$ cat config.mk
export PLATFORM = sky130hd
export DESIGN_NAME = control_puertas_param
export DESIGN_NICKNAME = d
export VERILOG_FILES = /design/src/rtl/control_puertas_param.sv
export SDC_FILE = /design/constraint.sdc
export NUM_CORES = 1
export LEC_CHECK = 0
export CORE_UTILIZATION = 25
export DETAILED_ROUTE_END_ITERATION = 7
export GPL_TIMING_DRIVEN = 0
export PLACE_DENSITY = 0.51
export SYNTH_ARGS = -nofsm -noshare
export SYNTH_HDL_FRONTEND = slang
export SYNTH_SLANG_ARGS = --single-unit
$ cat constraint.sdc
create_clock -name clk -period 2.84 [get_ports clk]
set_input_delay 0.568 -clock clk [delete_from_list [all_inputs] [get_ports clk]]
set_output_delay 0.568 -clock clk [all_outputs]
set_load 0.02 [all_outputs]
$ cat src/rtl/control_puertas_param.sv
// Clocked elevator door controller: closed/opening/open/closing FSM with internal
// travel and dwell timing, sensor/button reversal, nudge mode and motion safety flag.
module control_puertas_param #(
    parameter int N_PISOS         = 4,
    parameter int T_MOV           = 16,
    parameter int T_ESPERA        = 64,
    parameter int MAX_REAPERTURAS = 3,
    parameter int W_PISO          = $clog2(N_PISOS)
) (
    input  logic               clk,
    input  logic               rst,
    input  logic [W_PISO-1:0]  piso_actual,
    input  logic               moviendo,
    input  logic               subiendo,
    input  logic [N_PISOS-1:0] llamada_cabina,
    input  logic [N_PISOS-1:0] llamada_sube,
    input  logic [N_PISOS-1:0] llamada_baja,
    input  logic               boton_abrir,
    input  logic               boton_cerrar,
    input  logic               sensor,
    output logic [1:0]         motor_puerta,
    output logic [1:0]         estado_puertas,
    output logic [N_PISOS-1:0] aviso,
    output logic [N_PISOS-1:0] atendido,
    output logic               zumbador,
    output logic               trabajando,
    output logic               error_mov
);
    localparam int T_MAX = (T_MOV > T_ESPERA) ? T_MOV : T_ESPERA;
    localparam int CW    = $clog2(T_MAX);
    localparam int RW    = $clog2(MAX_REAPERTURAS + 1);
    localparam logic [CW-1:0] MOV_FIN  = CW'(T_MOV - 1);
    localparam logic [CW-1:0] ESP_FIN  = CW'(T_ESPERA - 1);
    localparam logic [RW-1:0] REAP_MAX = RW'(MAX_REAPERTURAS);

    // Encoding chosen so the state register doubles as the estado_puertas output.
    typedef enum logic [1:0] {
        CERRADA  = 2'b00,
        ABIERTA  = 2'b01,
        CERRANDO = 2'b10,
        ABRIENDO = 2'b11
    } estado_t;

    estado_t             state_q, state_d;
    logic [CW-1:0]       cnt_q, cnt_d;
    logic [RW-1:0]       reap_q, reap_d;
    logic                nudge_q, nudge_d;
    logic [1:0]          motor_q, motor_d;
    logic [N_PISOS-1:0]  aviso_q, aviso_d;
    logic [N_PISOS-1:0]  atendido_q, atendido_d;
    logic                zumbador_q, zumbador_d;
    logic                error_q, error_d;

    logic [N_PISOS-1:0]  piso_oh;
    logic [N_PISOS-1:0]  servicio_vec;
    logic                piso_valido;
    logic                servicio;
    logic                sensor_ef;
    logic                reversa;

    assign piso_valido = ({1'b0, piso_actual} < (W_PISO + 1)'(N_PISOS));

    // Hall calls only count when they match the travel direction, except at the end floors.
    for (genvar gi = 0; gi < N_PISOS; gi++) begin : g_piso
        assign piso_oh[gi] = piso_valido && (piso_actual == W_PISO'(gi));
        assign servicio_vec[gi] = piso_oh[gi] &
            (llamada_cabina[gi] |
             (llamada_sube[gi] & (subiendo | (gi == 0))) |
             (llamada_baja[gi] & (~subiendo | (gi == N_PISOS - 1))));
    end

    assign servicio  = ~moviendo & (|servicio_vec);
    assign sensor_ef = sensor & ~nudge_q;
    assign reversa   = boton_abrir | sensor_ef;

    always_comb begin
        state_d = state_q;
        cnt_d   = cnt_q;
        reap_d  = reap_q;
        nudge_d = nudge_q;
        case (state_q)
            CERRADA: begin
                if (!moviendo && (servicio || boton_abrir)) begin
                    state_d = ABRIENDO;
                    cnt_d   = '0;
                end
            end
            ABRIENDO: begin
                if (cnt_q == MOV_FIN) begin
                    state_d = ABIERTA;
                    cnt_d   = '0;
                end else begin
                    cnt_d = cnt_q + CW'(1);
                end
            end
            ABIERTA: begin
                if (boton_abrir || sensor_ef) begin
                    cnt_d = '0;
                end else if (boton_cerrar || cnt_q == ESP_FIN) begin
                    state_d = CERRANDO;
                    cnt_d   = '0;
                end else begin
                    cnt_d = cnt_q + CW'(1);
                end
            end
            CERRANDO: begin
                // A reversal reopens only over the distance already closed.
                if (reversa) begin
                    state_d = ABRIENDO;
                    cnt_d   = MOV_FIN - cnt_q;
                    if (sensor_ef && reap_q != REAP_MAX) reap_d = reap_q + RW'(1);
                end else if (cnt_q == MOV_FIN) begin
                    state_d = CERRADA;
                    cnt_d   = '0;
                    reap_d  = '0;
                    nudge_d = 1'b0;
                end else begin
                    cnt_d = cnt_q + CW'(1);
                end
            end
        endcase
        if (reap_d == REAP_MAX) nudge_d = 1'b1;

        motor_d    = (state_d == ABRIENDO) ? 2'b01 :
                     (state_d == CERRANDO) ? 2'b10 : 2'b00;
        aviso_d    = (state_q == CERRADA && state_d == ABRIENDO && servicio) ? piso_oh : '0;
        atendido_d = (state_q != ABIERTA && state_d == ABIERTA) ? piso_oh : '0;
        zumbador_d = nudge_d & (state_d == CERRANDO);
        error_d    = error_q | (moviendo & (state_q != CERRADA));
    end

    always_ff @(posedge clk or posedge rst) begin
        if (rst) begin
            state_q    <= CERRADA;
            cnt_q      <= '0;
            reap_q     <= '0;
            nudge_q    <= 1'b0;
            motor_q    <= 2'b00;
            aviso_q    <= '0;
            atendido_q <= '0;
            zumbador_q <= 1'b0;
            error_q    <= 1'b0;
        end else begin
            state_q    <= state_d;
            cnt_q      <= cnt_d;
            reap_q     <= reap_d;
            nudge_q    <= nudge_d;
            motor_q    <= motor_d;
            aviso_q    <= aviso_d;
            atendido_q <= atendido_d;
            zumbador_q <= zumbador_d;
            error_q    <= error_d;
        end
    end

    assign motor_puerta   = motor_q;
    assign estado_puertas = state_q;
    assign aviso          = aviso_q;
    assign atendido       = atendido_q;
    assign zumbador       = zumbador_q;
    assign error_mov      = error_q;
    assign trabajando     = (state_q != CERRADA) | servicio;

endmodule
* Word level (Yosys, flattened, before mapping)
Cells that the tools add are included.
Operators by class: bitwise gates (word level) 28, reductions and logical operators 13, add/sub/neg operators 3, muxes and demuxes 25, equality and inequality tests 15
Operators by type and width (count):
- $mux 6 | 5
- $mux 2 | 12
- $pmux 6 s4 | 1
- $and 1x1->1 | 14
- $eq 2x2->1 const B | 7
- $or 1x1->1 | 11
- $mux 4 | 2
- $pmux 2 s4 | 1
- $add 6x1->6 const B | 1
- $eq 2x1->1 const B | 3
- $eq 6x4->1 const B | 1
- $eq 6x6->1 const B | 1
- $sub 4x6->6 const A | 1
- $logic_and 1x1->1 | 5
- $logic_not 2->1 | 2
- $mux 1 | 4
- $ne 2x2->1 const B | 2
- $reduce_or 4->1 | 1
- $logic_or 1x1->1 | 3
- $not 1->1 | 3
- $add 2x1->2 const B | 1
- $ne 2x1->1 const B | 1
- $reduce_bool 2->1 | 1
- $logic_not 1->1 | 1
Storage, ports and cells: output and inout bits 15, bits in registers 23, input bits 21

* Depth between registers and ports, before layout
depth after elaboration 14, depth in mapped cells 7

* Worst setup path after synthesis
No wires, ideal clock.
kind in2out, start in subiendo, end out trabajando, data required time 2.272 ns, path slack 0.943 ns, stages 5, arrival time 1.329 ns, path buffers 0, cells stage by stage mux2_2 -> o21bai_1 -> a21oi_1 -> nor2_1 -> nand2_1
Between the ends: word-level cells in the longest chain between the ends 7, elaborated cells between the ends (all ways) 21, those cells by class bitwise (20); reduce/logical (1)
Ends and longest elaborated chain:
- start, declared | line 14 | input logic subiendo,
- $and 1x1->1 / $not 1->1 (equally long branches)
- $or 1x1->1 / $and 1x1->1 (equally long branches) | line 67, 69
- $or 1x1->1 | line 68 | (llamada_sube[gi] & (subiendo | (gi == 0))) |
- $and 1x1->1 | line 66 | assign servicio_vec[gi] = piso_oh[gi] &
- $reduce_or 4->1 * | line 72 | assign servicio = ~moviendo & (|servicio_vec);
- $and 1x1->1 * | line 72
- $or 1x1->1 * | line 162 | assign trabajando = (state_q != CERRADA) | servicio;
- end, declared | line 26 | output logic trabajando,
Every way passes the cells marked *; elsewhere a longest branch is shown, timed or not.

* Final worst setup path
Ends and elaborated chain as after synthesis.

==> impl_metrics.py <==
metrics = {
    "sta": {
        "min_period_ns": 2.62,
        "slew_headroom": 0.429,
        "tightest_slew_ns": 0.856,
        "maxSlewViolCount": 0,
        "final_hold_viol_count": 0,
        "whs_ns": 0.499,
        "rsz0062_at_grt": "no",
        "setup_viol": 0,
        "skew_ns": 0.00179,
        "fmax_mhz": 382,
        "fin_tns_setup_ns": 0,
        "final.period_utilization": 0.922,
    },
    "cells_and_area": {
        "multi_input_area_sq_um": 618,
        "area_growth_pct": 39.0,
        "nets": 201,
        "finalInstanceArea_sq_um": 1720,
        "fillCellCount": 507,
        "diodes": 0,
        "seqCellArea_sq_um": 576,
        "drive_gt1_frac": 0.0629,
    },
    "setup_path": {
        "cp_slowest_stage_delay_ns": 0.53,
        "cp_cell_sequence": "clkdlybuf4s50_1 -> mux2_2 -> o21bai_1 -> a21oi_2 -> nor2_1 -> nand2_1 -> clkbuf_2",
        "crit_path_top_delay_cell": "clkdlybuf4s50_1",
        "required_ns": 2.27,
        "critPathTopFamily": "buffers and inverters",
        "critPathLaunchType": "input pin",
        "cp_num_buf_inv": 2,
        "path_max_fanout": 4,
        "crit_path_end_kind": "primary output",
        "ff2ff_setup_slack_ns": 0.84,
        "crit_arrival_ns": 2.05,
        "path_class": "in2out",
    },
    "floorplan": {
        "start_util": 0.260,
        "num_rows": 25,
        "die_y_um": 72.3,
        "pin_count": 36,
        "core_sq_um": 4750,
        "dieArea_sq_um": 5230,
        "die_w_um": 72.3,
    },
    "global_route": {
        "grt_max_degree": 24,
        "grt_pass1_vias": 1206,
        "grt_use_total": 0.129,
        "grt_overflow": 0,
        "antenna_found_initial": 0,
        "grt_pass1_wl_um": 5190,
    },
    "detailed_routing": {
        "vias_per_cell": 4.77,
        "wl_um": 3140,
        "drc": 0,
        "detail-route-antenna-nets": 0,
        "drt_iter0_markers": 44,
        "firstDrtPassIters": 4,
        "wl_per_cell_um": 13.0,
        "vias": 1155,
    },
    "power_and_ir_drop": {
        "p_comb_frac": 0.428,
        "p_seq_frac": 0.394,
        "power_mw": 1.18,
        "powerDensity_nw_per_um2": 688,
        "netSwitchingFraction": 0.384,
        "irDropWorstVdd_mv": 0.285,
        "internal-power_mw": 0.727,
        "switching_power_mw": 0.454,
        "clock_power_share": 0.177,
        "p_leak_nw": 0.721,
    },
    "yosys": {
        "yosys-top-cells-area": "dfrtp_1 47%, nor2_1 5.2%, ha_1 4.0%",
        "yosys_warnings": 0,
        "syn-cell-area_sq_um": 1240,
        "synthCells": 136,
        "synth_top_cell_by_area": "dfrtp_1",
        "synth_seq_area_share": 0.466,
        "syn_area_per_cell_sq_um": 9.09,
        "synth_cell_types": 37,
        "yosysTopAreaCellShare": 0.466,
        "syn-num-nets": 161,
        "ys_seq_elements": 23,
    },
    "cts": {
        "insertion_delay_ns": 0.27,
        "cts.path.max_buffers": 2,
        "cts.sinks": 23,
        "cts-resized-gates": 1,
        "htree_num_levels": 1,
        "cts_tree": "done",
        "root_buffer": "clkbuf_8",
        "postCtsHoldBufs": 0,
        "cts_setup_buffers": 0,
        "numCtsBuffers": 3,
        "clk_pin_slew_worst_paths_ns": 0.08,
    },
    "placed_design": {
        "dp_hpwl_um": 2430,
        "gp_congestion": 0.814,
        "place.port_buffers": 35,
        "placed_cell_area_sq_um": 1670,
    },
    "status": {
        "outcome": "completed",
    },
    "hold_path": {
        "hold_path.class": "reg2reg",
    },
    "flow_run": {
        "max_cap_violations": 0,
    },
}
## flip-flops by register name, summed over array words and instances, names as in the netlist
signal	cells
cnt_q	6
atendido	4
aviso	4
zumbador	1
reap_q	2
motor_puerta	2
nudge_q	1
estado_puertas	2
error_mov	1
## stage by stage
stage,std cells,utilization,setup WS (ns)
after global routing,242,0.361,0.0916
after floorplan,136,-,0.943
final,242,0.361,0.222
after CTS,242,0.361,0.0244
after detailed placement,238,0.351,-0.249
after global placement,238,0.351,-0.234
## Yosys cell counts
cell type / n
dfrtp_1: 23
nor2_1: 17
nand3_1: 9
nand2_1: 8
a21oi_1: 7
inv_1: 7
nor3_1: 7
o21ai_0: 6
a31oi_1: 4
clkbuf_1: 4
ha_1: 4
nand2b_1: 4
nor2b_1: 3
or3_1: 3
a211oi_1: 2
a41oi_1: 2
and2_1: 2
mux2_2: 2
nand4_1: 2
o21bai_1: 2
o31ai_1: 2
a211o_1: 1
a21boi_0: 1
a221o_1: 1
a221oi_1: 1
a41o_1: 1
and2b_2: 1
and3_1: 1
clkbuf_2: 1
mux2i_1: 1
nand2b_4: 1
nand3b_1: 1
nor3b_1: 1
nor4_1: 1
o21a_1: 1
o22ai_1: 1
or3b_1: 1
## power groups by stage
stage	combinational, mW	clock, mW	sequential [mW]
after floorplan	0.325	0	0.487
after global placement	0.496	0	0.468
after detailed placement	0.508	0	0.470
after CTS	0.508	0.219	0.466
after global routing	0.573	0.237	0.478
final	0.506	0.209	0.466
## layout by cell type (no fill, tap or decap), drive strengths merged, types with 2 or more instances in the layout
| cell type | count |
|---|---|
| nand3 | 9 |
| nand2b | 5 |
| or3 | 3 |
| mux2 | 2 |
| a21oi | 7 |
| nor3 | 7 |
| a41oi | 2 |
| ha | 4 |
| clkdlybuf4s50 | 34 |
| nand2 | 8 |
| nand4 | 2 |
| a211oi | 2 |
| clkbuf | 9 |
| a31oi | 4 |
| o31ai | 2 |
| o21ai | 6 |
| nor2 | 17 |
| and2 | 2 |
| dfrtp | 23 |
| inv | 7 |
| nor2b | 3 |
| o21bai | 2 |
## final cells by class
type / count / share of cell area
clock inverter: 1 / 0.00437
buffer: 5 / 0.0117
tap: 67 / 0.0488
sequential: 23 / 0.335
inverter: 7 / 0.0153
timing repair buffer: 35 / 0.201
multi-input combinational: 101 / 0.360
clock buffer: 3 / 0.0240
## worst register-to-register path, stage by stage, from the launching register on
cell	delay (ns)
dfrtp_1	0.42
clkbuf_1	0.23
nor2_1	0.26
o21ai_0	0.15
nor3_1	0.61
a221o_1	0.27
## worst paths after layout
path | startpoint | to | cells after the start
worst max-delay path | subiendo | trabajando | 7
worst min-delay path | error_mov$_DFF_PP0_ | error_mov$_DFF_PP0_ | 1
worst max register to register | estado_puertas[1]$_DFF_PP0_ | cnt_q[5]$_DFFE_PP0P_ | 5
worst min register to register | error_mov$_DFF_PP0_ | error_mov$_DFF_PP0_ | 1
max in group asynchronous | rst | nudge_q$_DFF_PP0_ | 2
min in group asynchronous | rst | reap_q[0]$_DFF_PP0_ | 2
## per-layer routing
metal | vias to the layer above | GRT usage | part of all wire
met5 | - | 0 | 0
met4 | 0 | 0.0610 | 0.022
met3 | 7 | 0.0319 | 0.066
met2 | 41 | 0.227 | 0.47
met1 | 540 | 0.145 | 0.44
li1 | 567 | - | -
## cell families after synthesis
logic type	Yosys count	synth area share
buffers and inverters	12	0.0374
adder cells (fa/ha/maj)	4	0.0405
flip-flops	23	0.466
AND/OR/NAND/NOR	62	0.259
AO/OA/AOI/OAI	32	0.171
multiplexers	3	0.0263
Note: power is estimated with default switching activity, not from simulation.
